[config.mk]
export PLATFORM = sky130hd
export DESIGN_NAME = seg7_scroll_ctrl_flat
export DESIGN_NICKNAME = d
export VERILOG_FILES = /design/src/rtl/seg7_scroll_pkg.sv /design/src/rtl/seg7_scroll_ctrl_if.sv /design/src/rtl/seg7_scroll_ctrl_tick.sv /design/src/rtl/seg7_scroll_ctrl.sv /design/src/flat_wrapper.sv
export SDC_FILE = /design/constraint.sdc
export NUM_CORES = 1
export LEC_CHECK = 0
export CORE_UTILIZATION = 41
export DETAILED_ROUTE_END_ITERATION = 8
export GPL_ROUTABILITY_DRIVEN = 0
export PLACE_DENSITY = 0.57
export SLEW_MARGIN = 15
export SYNTH_ARGS = -nofsm -noshare
export SYNTH_HDL_FRONTEND = slang
export SYNTH_SLANG_ARGS = --single-unit
[constraint.sdc]
create_clock -name Clock -period 4 [get_ports Clock]
set_clock_uncertainty 0.2 [all_clocks]
set_input_delay 0.6 -clock Clock [delete_from_list [all_inputs] [get_ports Clock]]
set_output_delay 0.6 -clock Clock [all_outputs]
set_load 0.05 [all_outputs]
[src/rtl/seg7_scroll_pkg.sv]
// rtl/seg7_scroll_pkg.sv - shared constants and helpers for the scrolling seven-segment controller
package seg7_scroll_pkg;

  localparam logic [1:0] ST_IDLE    = 2'd0;
  localparam logic [1:0] ST_WRITE   = 2'd1;
  localparam logic [1:0] ST_ADVANCE = 2'd2;

  localparam int         DIGITS        = 6;
  localparam int         MSG_DEPTH_DEF = 16;
  localparam logic [6:0] BLANK         = 7'h7F;

  // Message length actually used for a frame: never 0, never beyond the buffer
  function automatic logic [4:0] clamp_len(input logic [4:0] msg_len, input int depth);
    if (msg_len == 5'd0) return 5'd1;
    if (int'(msg_len) > depth) return 5'(depth);
    return msg_len;
  endfunction

endpackage

[src/rtl/seg7_scroll_ctrl_if.sv]
// rtl/seg7_scroll_ctrl_if.sv - message load bus and display bank write bus
interface seg7_scroll_ctrl_if;

  logic       LoadWr;
  logic [3:0] LoadAddr;
  logic [6:0] LoadData;
  logic [4:0] MsgLen;
  logic [6:0] Data;
  logic [2:0] Addr;
  logic       Sel;

  modport master (
    output LoadWr, LoadAddr, LoadData, MsgLen,
    input  Data, Addr, Sel
  );

  modport slave (
    input  LoadWr, LoadAddr, LoadData, MsgLen,
    output Data, Addr, Sel
  );

endinterface

[src/rtl/seg7_scroll_ctrl_tick.sv]
// rtl/seg7_scroll_ctrl_tick.sv - scroll tick divider, one-cycle tick every DIV enabled cycles
module scroll_tick #(
  parameter int DIV = 50000000
) (
  input  logic Clock,
  input  logic Reset,
  input  logic Enable,
  output logic tick
);

  localparam int CW = $clog2(DIV);

  logic [CW-1:0] count;

  assign tick = Enable && (count == CW'(DIV - 1));

  always_ff @(posedge Clock) begin
    if (Reset) begin
      count <= '0;
    end else if (Enable) begin
      count <= tick ? '0 : count + 1'b1;
    end
  end

endmodule

[src/rtl/seg7_scroll_ctrl.sv]
// rtl/seg7_scroll_ctrl.sv - scrolls a message buffer across six display digits, one frame per tick
module seg7_scroll_ctrl
  import seg7_scroll_pkg::*;
#(
  parameter int DIV       = 50000000,
  parameter int MSG_DEPTH = MSG_DEPTH_DEF
) (
  input  logic                Clock,
  input  logic                Reset,
  input  logic                Enable,
  seg7_scroll_ctrl_if.slave   bus,
  output logic                Busy,
  output logic                Wrap
);

  logic       tick;
  logic [1:0] state;
  logic [6:0] msg_buf [MSG_DEPTH];
  logic [4:0] len;
  logic [3:0] offset;
  logic [3:0] idx;
  logic [6:0] data_q;
  logic [2:0] addr_q;
  logic       sel_q;

  logic [4:0] len_new;
  logic [3:0] start;
  logic [3:0] start_next;
  logic [3:0] idx_next;
  logic       load_ok;

  scroll_tick #(.DIV(DIV)) u_tick (
    .Clock  (Clock),
    .Reset  (Reset),
    .Enable (Enable),
    .tick   (tick)
  );

  // Frame start values are derived from the length latched at this same edge
  assign len_new    = clamp_len(bus.MsgLen, MSG_DEPTH);
  assign start      = ({1'b0, offset} >= len_new) ? 4'd0 : offset;
  assign start_next = ({1'b0, start} + 5'd1 >= len_new) ? 4'd0 : start + 4'd1;
  assign idx_next   = ({1'b0, idx} + 5'd1 >= len) ? 4'd0 : idx + 4'd1;
  assign load_ok    = bus.LoadWr && (state == ST_IDLE) && (int'(bus.LoadAddr) < MSG_DEPTH);

  assign Busy     = (state != ST_IDLE);
  assign Wrap     = (state == ST_ADVANCE) && ({1'b0, offset} + 5'd1 >= len);
  assign bus.Data = data_q;
  assign bus.Addr = addr_q;
  assign bus.Sel  = sel_q;

  always_ff @(posedge Clock) begin
    if (Reset) begin
      for (int i = 0; i < MSG_DEPTH; i++) msg_buf[i] <= BLANK;
    end else if (load_ok) begin
      msg_buf[bus.LoadAddr] <= bus.LoadData;
    end
  end

  always_ff @(posedge Clock) begin
    if (Reset) begin
      state  <= ST_IDLE;
      len    <= 5'd1;
      offset <= 4'd0;
      idx    <= 4'd0;
      data_q <= 7'd0;
      addr_q <= 3'd0;
      sel_q  <= 1'b0;
    end else begin
      case (state)
        ST_IDLE: begin
          if (tick) begin
            state  <= ST_WRITE;
            len    <= len_new;
            offset <= start;
            data_q <= msg_buf[start];
            addr_q <= 3'(DIGITS - 1);
            sel_q  <= 1'b1;
            idx    <= start_next;
          end
        end
        ST_WRITE: begin
          // Addr doubles as the write counter; the H0 write ends the frame
          if (addr_q == 3'd0) begin
            state <= ST_ADVANCE;
            sel_q <= 1'b0;
          end else begin
            addr_q <= addr_q - 3'd1;
            data_q <= msg_buf[idx];
            idx    <= idx_next;
          end
        end
        ST_ADVANCE: begin
          offset <= Wrap ? 4'd0 : offset + 4'd1;
          state  <= ST_IDLE;
        end
        default: state <= ST_IDLE;
      endcase
    end
  end

endmodule

[src/flat_wrapper.sv]
// flat-port wrapper written by rule: the top's interface ports become plain ports
module seg7_scroll_ctrl_flat import seg7_scroll_pkg::*;
#(
  parameter int DIV       = 50000000,
  parameter int MSG_DEPTH = MSG_DEPTH_DEF
)
  (Clock, Reset, Enable, Busy, Wrap, bus_LoadWr, bus_LoadAddr, bus_LoadData, bus_MsgLen, bus_Data, bus_Addr, bus_Sel);
  seg7_scroll_ctrl_if bus_i ();
  input  logic Clock;
  input  logic Reset;
  input  logic Enable;
  output logic Busy;
  output logic Wrap;
  input wire logic [$bits(bus_i.LoadWr)-1:0] bus_LoadWr;
  input wire logic [$bits(bus_i.LoadAddr)-1:0] bus_LoadAddr;
  input wire logic [$bits(bus_i.LoadData)-1:0] bus_LoadData;
  input wire logic [$bits(bus_i.MsgLen)-1:0] bus_MsgLen;
  output wire logic [$bits(bus_i.Data)-1:0] bus_Data;
  output wire logic [$bits(bus_i.Addr)-1:0] bus_Addr;
  output wire logic [$bits(bus_i.Sel)-1:0] bus_Sel;
  assign bus_i.LoadWr = bus_LoadWr;
  assign bus_i.LoadAddr = bus_LoadAddr;
  assign bus_i.LoadData = bus_LoadData;
  assign bus_i.MsgLen = bus_MsgLen;
  assign bus_Data = bus_i.Data;
  assign bus_Addr = bus_i.Addr;
  assign bus_Sel = bus_i.Sel;
  seg7_scroll_ctrl #(.DIV(DIV), .MSG_DEPTH(MSG_DEPTH)) u_core (.Clock(Clock), .Reset(Reset), .Enable(Enable), .bus(bus_i), .Busy(Busy), .Wrap(Wrap));
endmodule
Yosys cells after proc, flatten, opt, wreduce, memory -nomap -nowiden

Memory sizes are Yosys's and may differ from the RTL's. A register that Yosys moved wholly into a read port is not among the register bits.
Index checks and enable logic that the tools add are counted.

Flip-flop bits (word level): 52
Memory bits (writable): 112
Input port bits: 20
Word-level logic and storage cells: 82
Memories: 1

Add/subtract/negate cells: 8
Order comparisons: 5
Equality and inequality tests: 6
Muxes and demuxes: 39
Reductions and logical operators: 15

Memory list:

| memory         | words | bits a word | read ports | clocked after Yosys merged registers in | wr ports | RTL line               | text |
|---|---|---|---|---|---|---|---|
| u_core.msg_buf | 16    | 7           | 2          | 1                                       | 16       | seg7_scroll_ctrl.sv:18 | `logic [6:0] msg_buf [MSG_DEPTH];` |

Operators with widths:

| operator                | number |
|---|---|
| $mux W4                 | 10 |
| $add A26 B1 Y26 const B | 1 |
| $eq A26 B26 Y1 const B  | 1 |
| $mux W26                | 1 |
| $mux W7                 | 3 |
| $mux W5                 | 4 |
| $pmux W4 S2             | 2 |
| $add A4 B1 Y5 const B   | 3 |
| $ge A5 B5 Y1            | 3 |
| $pmux W7 S2             | 1 |
| $add A4 B1 Y4 const B   | 3 |
| $mux W1                 | 11 |
| $reduce_or A7 Y1        | 1 |
| $mux W3                 | 2 |
| $pmux W3 S2             | 1 |
| $reduce_and A2 Y1       | 3 |
| $reduce_and A3 Y1       | 2 |
| $reduce_bool A2 Y1      | 3 |
| $ge A4 B5 Y1            | 1 |
| $gt A5 B5 Y1 const B    | 1 |
| $logic_not A5 Y1        | 1 |
| $mux W2                 | 2 |
| $ne A2 B2 Y1 const B    | 2 |
| $pmux W2 S2             | 1 |
| other kinds (8)         | 10 |

Longest topological paths before layout

Gate-level depths: netlist (run 1).

Depth in word-level cells: 14
Depth in mapped cells: 15
Mapped depth without buffers: 15

Hierarchy

Synthesis (run 1) repeated with hierarchy kept, for this count alone.

Cells, all modules: 815
Area, all modules: 9422.8 um2

Modules (own cells, without submodules):

| module           | times used | cells each | area each (um2) | seq. area each (um2) |
|---|---|---|---|---|
| seg7_scroll_ctrl | 1          | 663        | 8001.4          | 3963.8 |
| scroll_tick      | 1          | 152        | 1421.4          | 520.5 |

Worst setup path before layout (run 1)

OpenSTA, ideal clock, no wires.

Kind: register to output
From: register u_core.offset[2]
To: output port Wrap
Data arrival time: 2.609 ns
Required time: 3.200 ns
Slack: 0.591 ns
Cell stages (with the launch flop): 12
Path buffers: 3
Cells stage by stage: dfxtp_1 -> buf_2 -> buf_2 -> clkbuf_1 -> nor2b_1 -> or2_2 -> ha_1 -> inv_1 -> o21ai_0 -> a21o_1 -> a21oi_1 -> nor2_1

Word-level cells in the longest chain between the ends: 3

Ends and longest elaborated chain:

| what                   | RTL line               | text |
|---|---|---|
| from (decl)            | seg7_scroll_ctrl.sv:20 | `logic [3:0] offset;` |
| from (signal assigned) | seg7_scroll_ctrl.sv:75 | `offset <= start;` |
| from (signal assigned) | seg7_scroll_ctrl.sv:94 | `offset <= Wrap ? 4'd0 : offset + 4'd1;` |
| $add A4 B1 Y5          | seg7_scroll_ctrl.sv:47 | `assign Wrap = (state == ST_ADVANCE) && ({1'b0, offset} + 5'd1 >= len);` |
| $ge A5 B5 Y1           | seg7_scroll_ctrl.sv:47 |  |
| $logic_and A1 B1 Y1    | seg7_scroll_ctrl.sv:47 |  |
| to (decl)              | flat_wrapper.sv:13     | `output logic Wrap;` |

No other way between the ends.

Final worst setup path (run 1)

From: register u_core.offset[1]
To: output port Wrap

The elaborated chain is that of the path after synthesis.

==> results.sh, run 1 <==
export IMPL_crit_required_ns=3.20
export IMPL_rsz0062_at_grt="no"
export IMPL_dp_hpwl_um=18600
export IMPL_num_vias=6688
export IMPL_hold_buffers=0
export IMPL_max_cap_viol_count=0
export IMPL_r2r_cells=11
export IMPL_row_count=55
export IMPL_io_buffers=32
export IMPL_layout_min_cycle_time_ns=3.60
export IMPL_area_growth_pct=12.1
export IMPL_postRouteAntennaNets=0
export IMPL_fin_nets=895
export IMPL_holdPathEnd="u_core.bus.Data[6]$_SDFFE_PP0P_"
export IMPL_p_seq_share_pct=50.1
export IMPL_htree_levels=4
export IMPL_synth_area_mm2=0.00941
export IMPL_slew_headroom_pct=46.0
export IMPL_leakage_nw=3.10
export IMPL_hold_start="u_core.bus.Data[6]$_SDFFE_PP0P_"
export IMPL_wl_um=25900
export IMPL_firstDrtPassIters=5
export IMPL_grt_pass1_wl_um=39600
export IMPL_synth_largest_area_cell="edfxtp_1"
export IMPL_final_util_pct=46.7
export IMPL_finalPower_mw=3.76
export IMPL_grt_use_met1_pct=32.1
export IMPL_crit_chain="buf_4 > nand3_1 > xnor2_1 > ha_1 > a21o_1 > a21oi_1 > nor2_1 > buf_4"
export IMPL_clockRootBuffer="clkbuf_16"
export IMPL_syn_num_nets=872
export IMPL_synth_commonest_cells="112 x edfxtp_1, 77 x or2_2, 68 x nand2_1"
export IMPL_track_usage_pct=22.8
export IMPL_hold_depth=2
export IMPL_drc_errors=0
export IMPL_pwr_share_clk_pct=45.5
export IMPL_pre_cts_ws_ns=0.0132
export IMPL_synth_edf_count=112
export IMPL_drv_slew=0
export IMPL_clk_path_buf_depth=2
export IMPL_cts_setup_buffers=0
export IMPL_synthFlopType="edfxtp_1"
export IMPL_post_synth_top_count_cell="edfxtp_1"
export IMPL_r2r_start="u_core.offset[1]$_SDFFE_PP0P_"
export IMPL_numCtsBuffers=17
export IMPL_die_h_um=153
export IMPL_ir_drop_v=0.000203
export IMPL_p_int_mw=2.82
export IMPL_fp_dieArea_mm2=0.0236
export IMPL_r2r_setup_slack_ns=0.77
export IMPL_via_per_inst=5.83
export IMPL_whs_ns=0.258
export IMPL_grt_met2_usage_pct=35.7
export IMPL_synth_seq_area_share_pct=47.7
export IMPL_stdcell_count=1148
export IMPL_stdcell_area_mm2=0.0105
export IMPL_setup_viol=0
export IMPL_crit_fanout=17
export IMPL_die_w_um=153
export IMPL_powerDensity_mw_per_mm2=357
export IMPL_max_freq_ghz=0.277
export IMPL_start_util_pct=41.7
export IMPL_crit_path_top_delay_cell="dfxtp_1"
export IMPL_drive_above_1_share_pct=20.3
export IMPL_cts_tree="yes"
export IMPL_synth_async_reset_ratio_pct=0
export IMPL_yosysWarnings=0
export IMPL_synth_seq_cells=168
export IMPL_wl_per_cell_um=22.6
export IMPL_hold_viol_final=0
export IMPL_synth_top_cell_area_share_pct=35.8
export IMPL_syn_inst=827
export IMPL_max_stage_delay_ns=0.70
export IMPL_num_antenna_cells=0
export IMPL_cpMostUsedCell="buf_4"
export IMPL_dpl_cell_area_mm2=0.00994
export IMPL_critPathKind="register to primary output"
export IMPL_tightest_slew_ns=0.808
export IMPL_pwr_share_comb_pct=4.5
export IMPL_busiest_layer="met2"
export IMPL_critical_path_startpoint_type="register"
export IMPL_grt_pass1_vias=6412
export IMPL_endpoint_kind="primary output"
export IMPL_antenna_found_initial=0
export IMPL_ys_top_cells_by_area="edfxtp_1 36%, dfxtp_1 12%, mux4_2 6.7%"
export IMPL_clock_sinks=168
export IMPL_ios=33
export IMPL_worstPathArrival_ns=2.80
export IMPL_grt_met3_usage_pct=5.05
export IMPL_synth_cell_types=77
export IMPL_clk_latency_ns=0.44
export IMPL_hp_class="register to register"
export IMPL_syn_avg_cell_area_um2=11.4
export IMPL_setup_tns_ns=0
export IMPL_path_buf_inv=2
export IMPL_min_period_over_period_pct=90.1
export IMPL_numPlacedInstances=1116
export IMPL_cpLargestDelayFamily="flip-flops"
export IMPL_grt_max_degree=45
export IMPL_p_switching_mw=0.937
export IMPL_drtIter0Drc=561
export IMPL_clkTransAtPathRegs_ns=0.07
export IMPL_core_mm2=0.0226
export IMPL_setup_slack_ns=0.396
export IMPL_outcome="completed"
export IMPL_cts_resized=0
export IMPL_overflow=0
export IMPL_fillers=2095
export IMPL_sw_frac_of_total_pct=24.9
## worst max path at each step
stage                                        from       end  slack, ns  depth (start not counted)
global route        u_core.offset[1]$_SDFFE_PP0P_      Wrap       0.22                         10
detailed placement                  bus_MsgLen[4]  register       0.01                         14
global placement                    bus_MsgLen[4]  register       0.13                         14
CTS                 u_core.offset[1]$_SDFFE_PP0P_      Wrap       0.39                          8
finish              u_core.offset[1]$_SDFFE_PP0P_      Wrap       0.40                          8
floorplan           u_core.offset[2]$_SDFFE_PP0P_      Wrap       0.59                         11
## power by group through the flow
stage / Sequential [mW] / Combinational, mW / Clock, mW
5_1_grt: 1.89 / 0.181 / 1.81
2_1_floorplan: 1.91 / 0.0930 / 0
6_report: 1.88 / 0.168 / 1.71
4_1_cts: 1.88 / 0.169 / 1.73
3_3_place_gp: 1.92 / 0.166 / 0
3_5_place_dp: 1.92 / 0.168 / 0
## placed cells by master, fill, tap and decap left out, types with 21 or more instances in the layout
| master | count |
|---|---|
| ha_1 | 25 |
| edfxtp_1 | 112 |
| nand2_1 | 68 |
| nand2b_1 | 45 |
| nor2_1 | 64 |
| dfxtp_1 | 54 |
| mux4_2 | 28 |
| clkdlybuf4s50_1 | 31 |
| a21oi_1 | 38 |
| buf_4 | 21 |
| or2_2 | 77 |
| nand3_1 | 22 |
## per-layer routing
layer  vias to the layer above  part of all wire, %  wire length, µm
met4                         0                  1.8              465
li1                       3128                    -                -
met2                       271                   46            11900
met3                        38                  6.6             1720
met1                      3251                   46            11800
met5                         -                    0                0
## worst register-to-register path: stages, from the launching register on
cell	delay, ns
dfxtp_1	0.50
ha_1	0.31
a211oi_1	0.33
o22ai_1	0.18
nor2_1	0.21
ha_1	0.29
ha_1	0.29
a21o_1	0.10
a21oi_1	0.06
o21a_1	0.24
a221oi_1	0.29
nor3_1	0.10
## layout make-up
class | instances | area [µm²] | area share (%)
well taps | 285 | 357 | 3.38
flip-flops and latches | 168 | 4490 | 42.6
clock inverters | 15 | 179 | 1.70
multi-input cells | 593 | 4540 | 43.1
repair buffers | 53 | 488 | 4.63
clock buffers | 17 | 425 | 4.04
inverters | 17 | 63.8 | 0.605
## cell families after synthesis
logic type / count (synthesis) / share of synthesized area (%)
compound gates: 124 / 9.06
xor+xnor: 29 / 2.70
fa+ha+maj: 25 / 3.33
buf+inv: 66 / 4.04
flops: 168 / 47.7
mux: 64 / 13.1
simple gates: 351 / 20.0
## registers in the layout, indices dropped and copies added (netlist names), named ones only
signal and count:
u_core.bus.Sel 1, u_core.offset 4, u_core.msg_buf 112, u_core.len 5
u_core.bus.Addr 3, u_core.state 2, u_core.idx 4, u_core.u_tick.count 26
u_core.bus.Data 7
Note: power is estimated with default switching activity, not from simulation.
==> run 2, diff against run 1 <==
Settings changed: SKIP_LAST_GASP set to 1, TNS_END_PERCENT set to 50.
==> results of run 2 <==
The final DEF is identical to that of run 1; final timing and power are the same.
